File: src/rtl/sum_seq_pkg.sv
// Shared encodings for the sum sequencer: state codes, mux selects, ALU op.
package sum_seq_pkg;
    localparam logic [2:0] ST_IDLE = 3'd0;
    localparam logic [2:0] ST_LOAD = 3'd1;
    localparam logic [2:0] ST_TEST = 3'd2;
    localparam logic [2:0] ST_ADD  = 3'd3;
    localparam logic [2:0] ST_DEC  = 3'd4;
    localparam logic [2:0] ST_DONE = 3'd5;

    localparam logic N_SEL_EXT = 1'b1;
    localparam logic N_SEL_ALU = 1'b0;
    localparam logic A_SEL_SUM = 1'b1;
    localparam logic A_SEL_N   = 1'b0;
    localparam logic B_SEL_N   = 1'b1;
    localparam logic B_SEL_ONE = 1'b0;
    localparam logic ALU_ADD   = 1'b0;
    localparam logic ALU_SUB   = 1'b1;
endpackage

File: src/rtl/sum_seq_decode.sv
// Pure state-to-control decode; illegal codes decode to the all-zero IDLE vector.
module sum_seq_decode
    import sum_seq_pkg::*;
(
    input  logic [2:0] state,
    output logic       ld_n,
    output logic       ld_sum,
    output logic       clr_sum,
    output logic       n_sel,
    output logic       a_sel,
    output logic       b_sel,
    output logic       alu_sub,
    output logic       busy,
    output logic       done
);
    always_comb begin
        ld_n    = 1'b0;
        ld_sum  = 1'b0;
        clr_sum = 1'b0;
        n_sel   = 1'b0;
        a_sel   = 1'b0;
        b_sel   = 1'b0;
        alu_sub = 1'b0;
        busy    = 1'b0;
        done    = 1'b0;
        case (state)
            ST_LOAD: begin
                ld_n    = 1'b1;
                n_sel   = N_SEL_EXT;
                clr_sum = 1'b1;
                busy    = 1'b1;
            end
            ST_TEST: busy = 1'b1;
            ST_ADD: begin
                ld_sum  = 1'b1;
                a_sel   = A_SEL_SUM;
                b_sel   = B_SEL_N;
                alu_sub = ALU_ADD;
                busy    = 1'b1;
            end
            ST_DEC: begin
                ld_n    = 1'b1;
                n_sel   = N_SEL_ALU;
                a_sel   = A_SEL_N;
                b_sel   = B_SEL_ONE;
                alu_sub = ALU_SUB;
                busy    = 1'b1;
            end
            ST_DONE: done = 1'b1;
            default: ;
        endcase
    end
endmodule

File: src/rtl/sum_seq_ctrl.sv
// Sequencer for the dedicated sum datapath: SUM = N + (N-1) + ... + 1 (mod 256).
// Controls are decoded from the next state and registered alongside it, so every output is a flop.
module sum_seq_ctrl
    import sum_seq_pkg::*;
(
    input  logic       clk,
    input  logic       reset,
    input  logic       start,
    input  logic       ack,
    input  logic       n_zero,
    output logic       ld_n,
    output logic       ld_sum,
    output logic       clr_sum,
    output logic       n_sel,
    output logic       a_sel,
    output logic       b_sel,
    output logic       alu_sub,
    output logic       busy,
    output logic       done,
    output logic [7:0] iter_count,
    output logic [2:0] state
);
    logic [2:0] state_r;
    logic [2:0] state_nxt;
    logic       d_ld_n, d_ld_sum, d_clr_sum, d_n_sel, d_a_sel, d_b_sel, d_alu_sub, d_busy, d_done;

    always_comb begin
        state_nxt = ST_IDLE;
        case (state_r)
            ST_IDLE: state_nxt = start  ? ST_LOAD : ST_IDLE;
            ST_LOAD: state_nxt = ST_TEST;
            ST_TEST: state_nxt = n_zero ? ST_DONE : ST_ADD;
            ST_ADD:  state_nxt = ST_DEC;
            ST_DEC:  state_nxt = ST_TEST;
            ST_DONE: state_nxt = ack    ? ST_IDLE : ST_DONE;
            default: state_nxt = ST_IDLE;
        endcase
    end

    sum_seq_decode u_decode (
        .state   (state_nxt),
        .ld_n    (d_ld_n),
        .ld_sum  (d_ld_sum),
        .clr_sum (d_clr_sum),
        .n_sel   (d_n_sel),
        .a_sel   (d_a_sel),
        .b_sel   (d_b_sel),
        .alu_sub (d_alu_sub),
        .busy    (d_busy),
        .done    (d_done)
    );

    always_ff @(posedge clk) begin
        if (reset) begin
            state_r    <= ST_IDLE;
            ld_n       <= 1'b0;
            ld_sum     <= 1'b0;
            clr_sum    <= 1'b0;
            n_sel      <= 1'b0;
            a_sel      <= 1'b0;
            b_sel      <= 1'b0;
            alu_sub    <= 1'b0;
            busy       <= 1'b0;
            done       <= 1'b0;
            iter_count <= 8'd0;
        end else begin
            state_r    <= state_nxt;
            ld_n       <= d_ld_n;
            ld_sum     <= d_ld_sum;
            clr_sum    <= d_clr_sum;
            n_sel      <= d_n_sel;
            a_sel      <= d_a_sel;
            b_sel      <= d_b_sel;
            alu_sub    <= d_alu_sub;
            busy       <= d_busy;
            done       <= d_done;
            // Cleared leaving LOAD, bumped leaving each ADD; held elsewhere.
            if (state_r == ST_LOAD)
                iter_count <= 8'd0;
            else if (state_r == ST_ADD)
                iter_count <= iter_count + 8'd1;
        end
    end

    assign state = state_r;
endmodule

File: config.mk
export PLATFORM = sky130hd
export DESIGN_NAME = sum_seq_ctrl
export DESIGN_NICKNAME = d
export VERILOG_FILES = /design/src/rtl/sum_seq_pkg.sv /design/src/rtl/sum_seq_decode.sv /design/src/rtl/sum_seq_ctrl.sv
export SDC_FILE = /design/constraint.sdc
export NUM_CORES = 1
export LEC_CHECK = 0
export BUFFER_PORTS_ARGS = -buffer_cell sky130_fd_sc_hd__buf_4
export CORE_ASPECT_RATIO = 1.4
export CORE_MARGIN = 2
export CORE_UTILIZATION = 36
export DETAILED_ROUTE_END_ITERATION = 12
export HOLD_SLACK_MARGIN = 0.1
export PLACE_DENSITY = 0.61
export SETUP_SLACK_MARGIN = 0.1
export SYNTH_ARGS = -nofsm -noshare
export SYNTH_HDL_FRONTEND = slang
export SYNTH_SLANG_ARGS = --single-unit
File: constraint.sdc
create_clock -name clk -period 1.6 [get_ports clk]
set_input_delay 0.24 -clock clk [delete_from_list [all_inputs] [get_ports clk]]
set_output_delay 0.24 -clock clk [all_outputs]
set_load 0.01 [all_outputs]
== After elaboration in Yosys (flattened, before gate mapping) ==
Index checks and enable logic that the tools add are counted.
Storage, ports and cells
  bits in read-only memories: 0
  logic and storage cells: 34
  output and inout bits: 20
  memories: 0
  bits in registers: 17
  input bits: 5
  bits in writable memories: 0
  bits in latches: 0
Cells by class
  bitwise logic cells: 0
  magnitude comparators: 0
  div/mod/pow operators: 0
  $add $sub $neg: 1
  reductions and logical operators: 5
  multipliers: 0
  shift operators: 0
  mux-type cells: 10
  eq/ne operators: 10
Operator list (number)
  $pmux W3 S5: 1
  $eq A3 B2 Y1 const B: 4
  $eq A3 B3 Y1 const B: 4
  $add A8 B1 Y8 const B: 1
  $mux W1: 7
  $eq A3 B1 Y1 const B: 2
  $mux W3: 2
  $reduce_or A2 Y1: 3
  $reduce_or A4 Y1: 1
  $logic_not A3 Y1: 1

== Depth between registers and ports, before layout ==
Gate-level depths: netlist of run 1.
  depth after elaboration: 6
  mapped depth: 5
  depth with buffers taken out: 4

== Hierarchy ==
From an unflattened synthesis of run 1, not the netlist that was laid out.
Unflattened totals
  cells, all modules: 92
  area, all modules: 878.3 um^2
By module, submodules not included
  sum_seq_ctrl: sequential area each 400.4 um^2, cells an instance 81, area an instance 795.8 um^2, times used 1
  sum_seq_decode: sequential area each 0.0 um^2, cells an instance 11, area an instance 82.6 um^2, times used 1

== Worst setup path before layout of run 1 ==
OpenSTA, ideal clock, no wires.
  kind: reg-to-reg
  from: reg state_r[2] (netlist: state[2])
  to: reg iter_count[5]
  data arrival time: 1.356 ns
  setup time: 0.070 ns
  clock period less this slack: 1.425 ns
  cell stages (with the launch flop): 6
  required time: 1.530 ns
  buffers on the path: 2
  setup slack: 0.175 ns
  cells stage by stage: dfxtp_1 > buf_6 > nand3b_4 > buf_6 > or4_1 > a21oi_1
On the way
  word-level cells in the longest chain between the ends: 2
  elaborated cells between the ends (all ways): 3
  classes of those cells: eq/ne (2); reduce/logical (1)
Ends and longest elaborated chain
  start, declared: line sum_seq_ctrl.sv:23  | logic [2:0] state_r;
  start signal, assigned: line sum_seq_ctrl.sv:67  | state_r <= state_nxt;
  $eq A3 B1 Y1: line sum_seq_ctrl.sv:78  | if (state_r == ST_LOAD)
  $reduce_or A2 Y1 (no source line)
  end signal, assigned: line sum_seq_ctrl.sv:81  | iter_count <= iter_count + 8'd1;
  end, declared: line sum_seq_ctrl.sv:20  | output logic [7:0] iter_count,
Parallel ways exist; a longest one is shown, timed or not.
A chain may end at the register's enable or synchronous reset.

== Final worst setup path of run 1 ==
  from: reg iter_count[2]
  to: reg iter_count[5]
On the way
  word-level cells in the longest chain between the ends: 1
Ends and longest elaborated chain (line)
  $add A8 B1 Y8: sum_seq_ctrl.sv:81
Every way passes these cells.

==> results of run 1 <==
-- cell usage in the layout (no fill, tap or decap), drive strengths merged --
cell,n
xnor2,1
a2bb2oi,1
nand3b,1
ha,1
a31oi,1
nor2,6
buf,27
nor2b,1
clkbuf,4
or4,4
o31ai,4
nand2,6
a211oi,2
nor3b,1
or2,3
or2b,1
dfxtp,17
and4b,1
a31o,1
nor3,1
and4bb,1
and3b,1
inv,3
nand4,3
a21oi,10
or3,1
o21ai,3
nand3,1
nor4bb,1
-- per-layer routing --
layer  up-vias  part of all wire [%]  GRT usage [%]
li1        350                     -              -
met1       311                    41          16.32
met3         5                   5.0          1.829
met5         -                     0              0
met2        18                    51          25.59
met4         0                   2.3          7.792
-- critical path: cells and delay by family, from the launching register on --
family           cells  cell delay, ns
AO/OA/AOI/OAI        1            0.16
flip-flops           1            0.43
AND/OR/NAND/NOR      2            0.72
-- timing repair --
item,4_1_cts,5_1_grt
hold buffers,0,0
resized for setup,0,4
endpoints found under the setup margin,0,4
-- cells by family (layout without fill, tap and decap cells) --
logic type / count (synthesis) / after routing / synth area share, %
AND/OR/NAND/NOR: 33 / 33 / 27.39
AO/OA/AOI/OAI: 22 / 22 / 17.04
flip-flops: 17 / 17 / 43.31
buffers and inverters: 11 / 34 / 9.554
adder cells (fa/ha/maj): 1 / 1 / 1.592
XOR/XNOR: 1 / 1 / 1.115
-- synthesized netlist by cell type --
cell type,instances,area share [%]
a211oi_1,2,1.9
a21oi_1,10,6.4
a2bb2oi_1,1,1.1
a31o_2,1,1.1
a31oi_1,1,0.80
and3b_1,1,1.1
and4b_2,1,1.4
and4bb_2,1,1.6
buf_4,3,2.9
buf_6,3,4.3
clkbuf_1,2,0.96
dfxtp_1,17,43
ha_1,1,1.6
inv_1,3,1.4
nand2_1,6,2.9
nand3_1,1,0.64
nand3b_4,1,2.5
nand4_1,3,2.4
nor2_1,6,2.9
nor2b_1,1,0.80
nor3_1,1,0.64
nor3b_1,1,0.96
nor4bb_1,1,1.3
o21ai_0,3,1.9
o31ai_1,4,3.8
or2_2,3,2.4
or2b_2,1,1.1
or3_2,1,0.96
or4_1,4,3.8
xnor2_1,1,1.1
-- state kept, by name (all words and copies together), names as in the netlist --
name        flops
alu_sub         1
ld_n            1
done            1
state           3
b_sel           1
iter_count      8
n_sel           1
busy            1
-- how the worst max path moves through the flow --
| stage | end | from | cells after the start |
|---|---|---|---|
| after floorplan | iter_count[5] | state[2] | 5 |
| after global placement | iter_count[5] | state[0] | 3 |
| after detailed placement | iter_count[5] | state[0] | 3 |
| after CTS | iter_count[5] | state[0] | 3 |
| after global routing | iter_count[7] | iter_count[2] | 3 |
| final | iter_count[5] | iter_count[2] | 3 |
-- final cells by class --
cell class | instances | area (um2) | area share [%]
Multi-Input combinational cell | 57 | 374.1 | 37.94
Inverter | 3 | 11.26 | 1.142
Sequential cell | 17 | 344.1 | 34.90
Timing Repair Buffer | 27 | 202.7 | 20.56
Tap cell | 22 | 27.53 | 2.792
Clock buffer | 4 | 26.28 | 2.665
-- metrics by stage --
step	instances	setup slack (ns)	total power, mW	utilization (%)	instance area, um2
3_3_place_gp	126	0.2304	0.5964	44.76	952.2
3_5_place_dp	126	0.1808	0.5976	44.76	952.2
6_report	130	0.2256	0.8116	46.35	985.9
2_1_floorplan	85	0.1746	0.5503	-	785.8
4_1_cts	130	0.1533	0.8210	46.00	978.4
5_1_grt	130	0.1151	0.8603	46.35	985.9
-- power breakdown --
part | switching (mW) | total, mW | internal [mW] | leakage (nW)
Combinational | 0.0666 | 0.136 | 0.0689 | 0.267
Clock | 0.126 | 0.222 | 0.0969 | 0.0150
Sequential | 0.0136 | 0.454 | 0.440 | 0.139
==> results_dict.tcl, run 1 <==
set metrics [dict create \
    status "finished, final reports clean" \
    num_antenna_cells 0 \
    fin_worst_skew_ns 0.002790 \
    crit_path_end_kind "flip-flop" \
    clock-sinks 17 \
    drt-total-wl_um 1591 \
    ir_worst_vdd_mv 0.4412 \
    routedWlPerCell_um 12.24 \
    rows 20 \
    crit_path_cell_trace "nand3_1 -> or4_1 -> a21oi_1" \
    cts_tree "built" \
    min-delay-path-class "in2reg" \
    die_h_um 59.28 \
    reg2reg_depth 3 \
    clk_path_buf_depth 2 \
    r2r_end "iter_count[5]" \
    tightest_slew_ns 0.2906 \
    slowest_delay_ns 0.51 \
    max_freq_mhz 727.6 \
    min-delay-start "reset" \
    synth-seq-cells 17 \
    relSlewSlack_pct 80.54 \
    grt_max_degree 14 \
    cts-root-buf "clkbuf_4" \
    nets 115 \
    cts.clk_slew.worst_paths_ns 0.09 \
    htreeDepth 1 \
    start_util_pct 36.94 \
    powerDensity_nw_per_um2 823.1 \
    hpwlAfterDp_um 1214 \
    hold_end "iter_count[1]" \
    io_pins 25 \
    rsz0062_at_grt "no" \
    grt_overflow 0 \
    grt_first_pass_wirelength_um 2829 \
    grt_pass1_vias 663 \
    synth_fp_nets 91 \
    crit_required_ns 1.82 \
    first_pass_iters 4 \
    fin_crit_sh_pct 85.90 \
    synth_area_um2 785.8 \
    nFillCells 217 \
    reg2reg_from "iter_count[2]" \
    r2r_setup_slack_ns 0.23 \
    final-hold-violation-count 0 \
    syn_to_final_growth_pct 25.48 \
    viasPerCell 5.262 \
    worst_path_max_delay_cell "or4_1" \
    dr_total_vias 684 \
    cts_inserted_buffers 3 \
    drtIter0Drc 4 \
    postCtsSetupBuffers 0 \
    die-area_um2 2578 \
    hold_depth 2 \
    place_congestion 0.7814 \
    setup_viol 0 \
    antenna_found_initial 0 \
    clkLatencyLatePin_ns 0.28 \
    die_x_um 43.49 \
    portBuffers 24 \
    yosysSeqAreaShare_pct 43.31 \
    ys_types 30 \
    grt_use_total_pct 14.37 \
    ys_warn_count 0 \
    cp-start-kind "flip-flop" \
    core_area_um2 2127 \
    drc_errors 0 \
    path_max_fanout 6 \
    postRouteAntennaNets 0 \
    finalSetupTns_ns 0 \
    whs_ns 0.2048 \
    arrival_ns 1.59 \
    synth_area_per_cell_um2 9.244 \
    slew_violations 0 \
    cap_violations 0 \
    leakagePower_nw 0.4212 \
    period_needed_ns 1.374 \
    path_class "reg2reg" \
    syn_inst 85 \
    drive_gt1_share_pct 39.81 \
]
(Power assumes the default switching activity.)
==> inputs of run 2 (changes only) <==
Settings changed: SETUP_SLACK_MARGIN 0.1 to 0.15.
Clock period 1.6 ns to 1.7 ns, I/O delays scaled along.
==> run 2 against run 1 <==
  * Global-route usage is essentially flat
  * Final cell count is the same
  * Maximum frequency shrank 1.4%
  * Combinational power shrank 8%
  * Critical path depth grew 1
  * Largest cell class unchanged
  * Clock power shrank 4%
  * Wire length shrank 0.31%
==> results_dict.tcl, run 2 (synthesis results as in run 1) <==
set metrics [dict create \
    clock-sinks 17 \
    final_common_cell "buf_4" \
    reg2reg_depth 4 \
    place_congestion 0.7669 \
    regMostFlops "iter_count" \
    hpwlAfterDp_um 1201 \
    drive_gt1_share_pct 36.11 \
    fin_crit_sh_pct 81.97 \
    clock_power_share_pct 27.9 \
    period_needed_ns 1.393 \
    max_freq_mhz 717.6 \
    hold_end "iter_count[0]" \
    finalSetupTns_ns 0 \
    leakagePower_nw 0.4193 \
    rows 20 \
    grt_overflow 0 \
    rsz0062_at_grt "no" \
    postCtsSetupBuffers 0 \
    grt_first_pass_wirelength_um 2780 \
    slowest_delay_ns 0.51 \
    reg2reg_from "iter_count[0]" \
    whs_ns 0.2311 \
    postCtsResizedCells 0 \
    path_max_fanout 5 \
    cts_tree "built" \
    nets 115 \
    cts-root-buf "clkbuf_4" \
    seq_power_share_pct 55.8 \
    cp-start-kind "flip-flop" \
    drc_errors 0 \
    path_class "reg2reg" \
    drt-total-wl_um 1586 \
    setup.worst_path.start "iter_count[0]" \
    cpLargestDelayFamily "simple AND/OR/NAND/NOR gates" \
    swShare_pct 25.72 \
    start_util_pct 36.94 \
    cts.clk_slew.worst_paths_ns 0.09 \
    htreeDepth 1 \
    grt_pass1_vias 647 \
    hold_depth 2 \
    p_int_mw 0.5685 \
    p_total_mw 0.7654 \
    p_comb_share_pct 16.3 \
    mostFrequentLayoutCells "buf_4, dfxtp_1, a21oi_1" \
    die_x_um 43.49 \
    p_sw_mw 0.1969 \
    grt_max_degree 14 \
    setup_viol 0 \
    first_pass_iters 3 \
    status "finished, final reports clean" \
    largest_reg_flops 8 \
    worst_path_max_delay_cell "or4_1" \
    routedWlPerCell_um 12.20 \
    relSlewSlack_pct 81.09 \
    core_area_um2 2127 \
    cts_hold_buf 0 \
    syn_to_final_growth_pct 24.52 \
    drtIter0Drc 2 \
    die-area_um2 2578 \
    slew_violations 0 \
    r2r_setup_slack_ns 0.31 \
    fin_worst_skew_ns 0.002165 \
    dr_total_vias 680 \
    min-delay-start "reset" \
    cap_violations 0 \
    grt_use_total_pct 14.34 \
    die_h_um 59.28 \
    crit_path_end_kind "flip-flop" \
    antenna_found_initial 0 \
    cp.buffers_inverters 1 \
    tightest_slew_ns 0.2823 \
    arrival_ns 1.62 \
    postRouteAntennaNets 0 \
    cts_inserted_buffers 3 \
    crit_required_ns 1.92 \
    final-hold-violation-count 0 \
    clkLatencyLatePin_ns 0.29 \
    r2r_end "iter_count[4]" \
    portBuffers 24 \
    io_pins 25 \
    ir_worst_vdd_mv 0.4924 \
    powerDensity_nw_per_um2 782.3 \
    clk_path_buf_depth 2 \
    viasPerCell 5.231 \
    crit_path_cell_trace "ha_1 -> inv_1 -> or4_1 -> a21oi_1" \
    num_antenna_cells 0 \
    placed_area_um2 952.2 \
    min-delay-path-class "in2reg" \
    fin_area_um2 978.4 \
]
## run 2: changes by cell type in the layout (fill, tap and decap cells not counted)
cell     before  now
dfxtp_2       3    0
a21oi_2       1    0
dfxtp_1      14   17
a21oi_1       9   10
## run 2: metrics by stage
step                      std cells  utilization (%)  setup slack, ns
final                           130            46.00           0.3065
after global routing            130            46.00           0.1816
after CTS                       130            46.00           0.3098
after detailed placement        126            44.76           0.3315
after global placement          126            44.76           0.3600
after floorplan                  85                -           0.2746
## run 2: how the worst max path moves through the flow
stage	slack (ns)	to	cells after the start
after global placement	0.36	iter_count[7]	3
after detailed placement	0.33	iter_count[4]	4
after global routing	0.18	iter_count[6]	4
after CTS	0.31	iter_count[4]	4
final	0.31	iter_count[4]	4
after floorplan	0.27	iter_count[5]	5
## run 2: routing by layer
layer | track usage [%] | share of wire [%] | wire length, um | vias to the layer above
li1 | - | - | - | 351
met1 | 17.14 | 44 | 699 | 308
met2 | 23.45 | 49 | 770 | 17
met3 | 1.829 | 4.5 | 71 | 4
met4 | 9.957 | 2.8 | 44 | 0
met5 | 0 | 0 | 0 | -
## run 2: power by group through the flow
stage / Combinational (mW) / Sequential, mW / Clock, mW
floorplan: 0.0764 / 0.442 / 0
global placement: 0.125 / 0.437 / 0
detailed placement: 0.126 / 0.437 / 0
CTS: 0.126 / 0.428 / 0.224
global route: 0.139 / 0.430 / 0.244
finish: 0.125 / 0.427 / 0.214
## run 2: area by class of cell
class                   instances  area [um2]
fillers                       214        1149
multi-input cells              57       370.4
flip-flops and latches         17       340.3
repair buffers                 27       202.7
well taps                      22       27.53
clock buffers                   4       26.28
inverters                       3       11.26
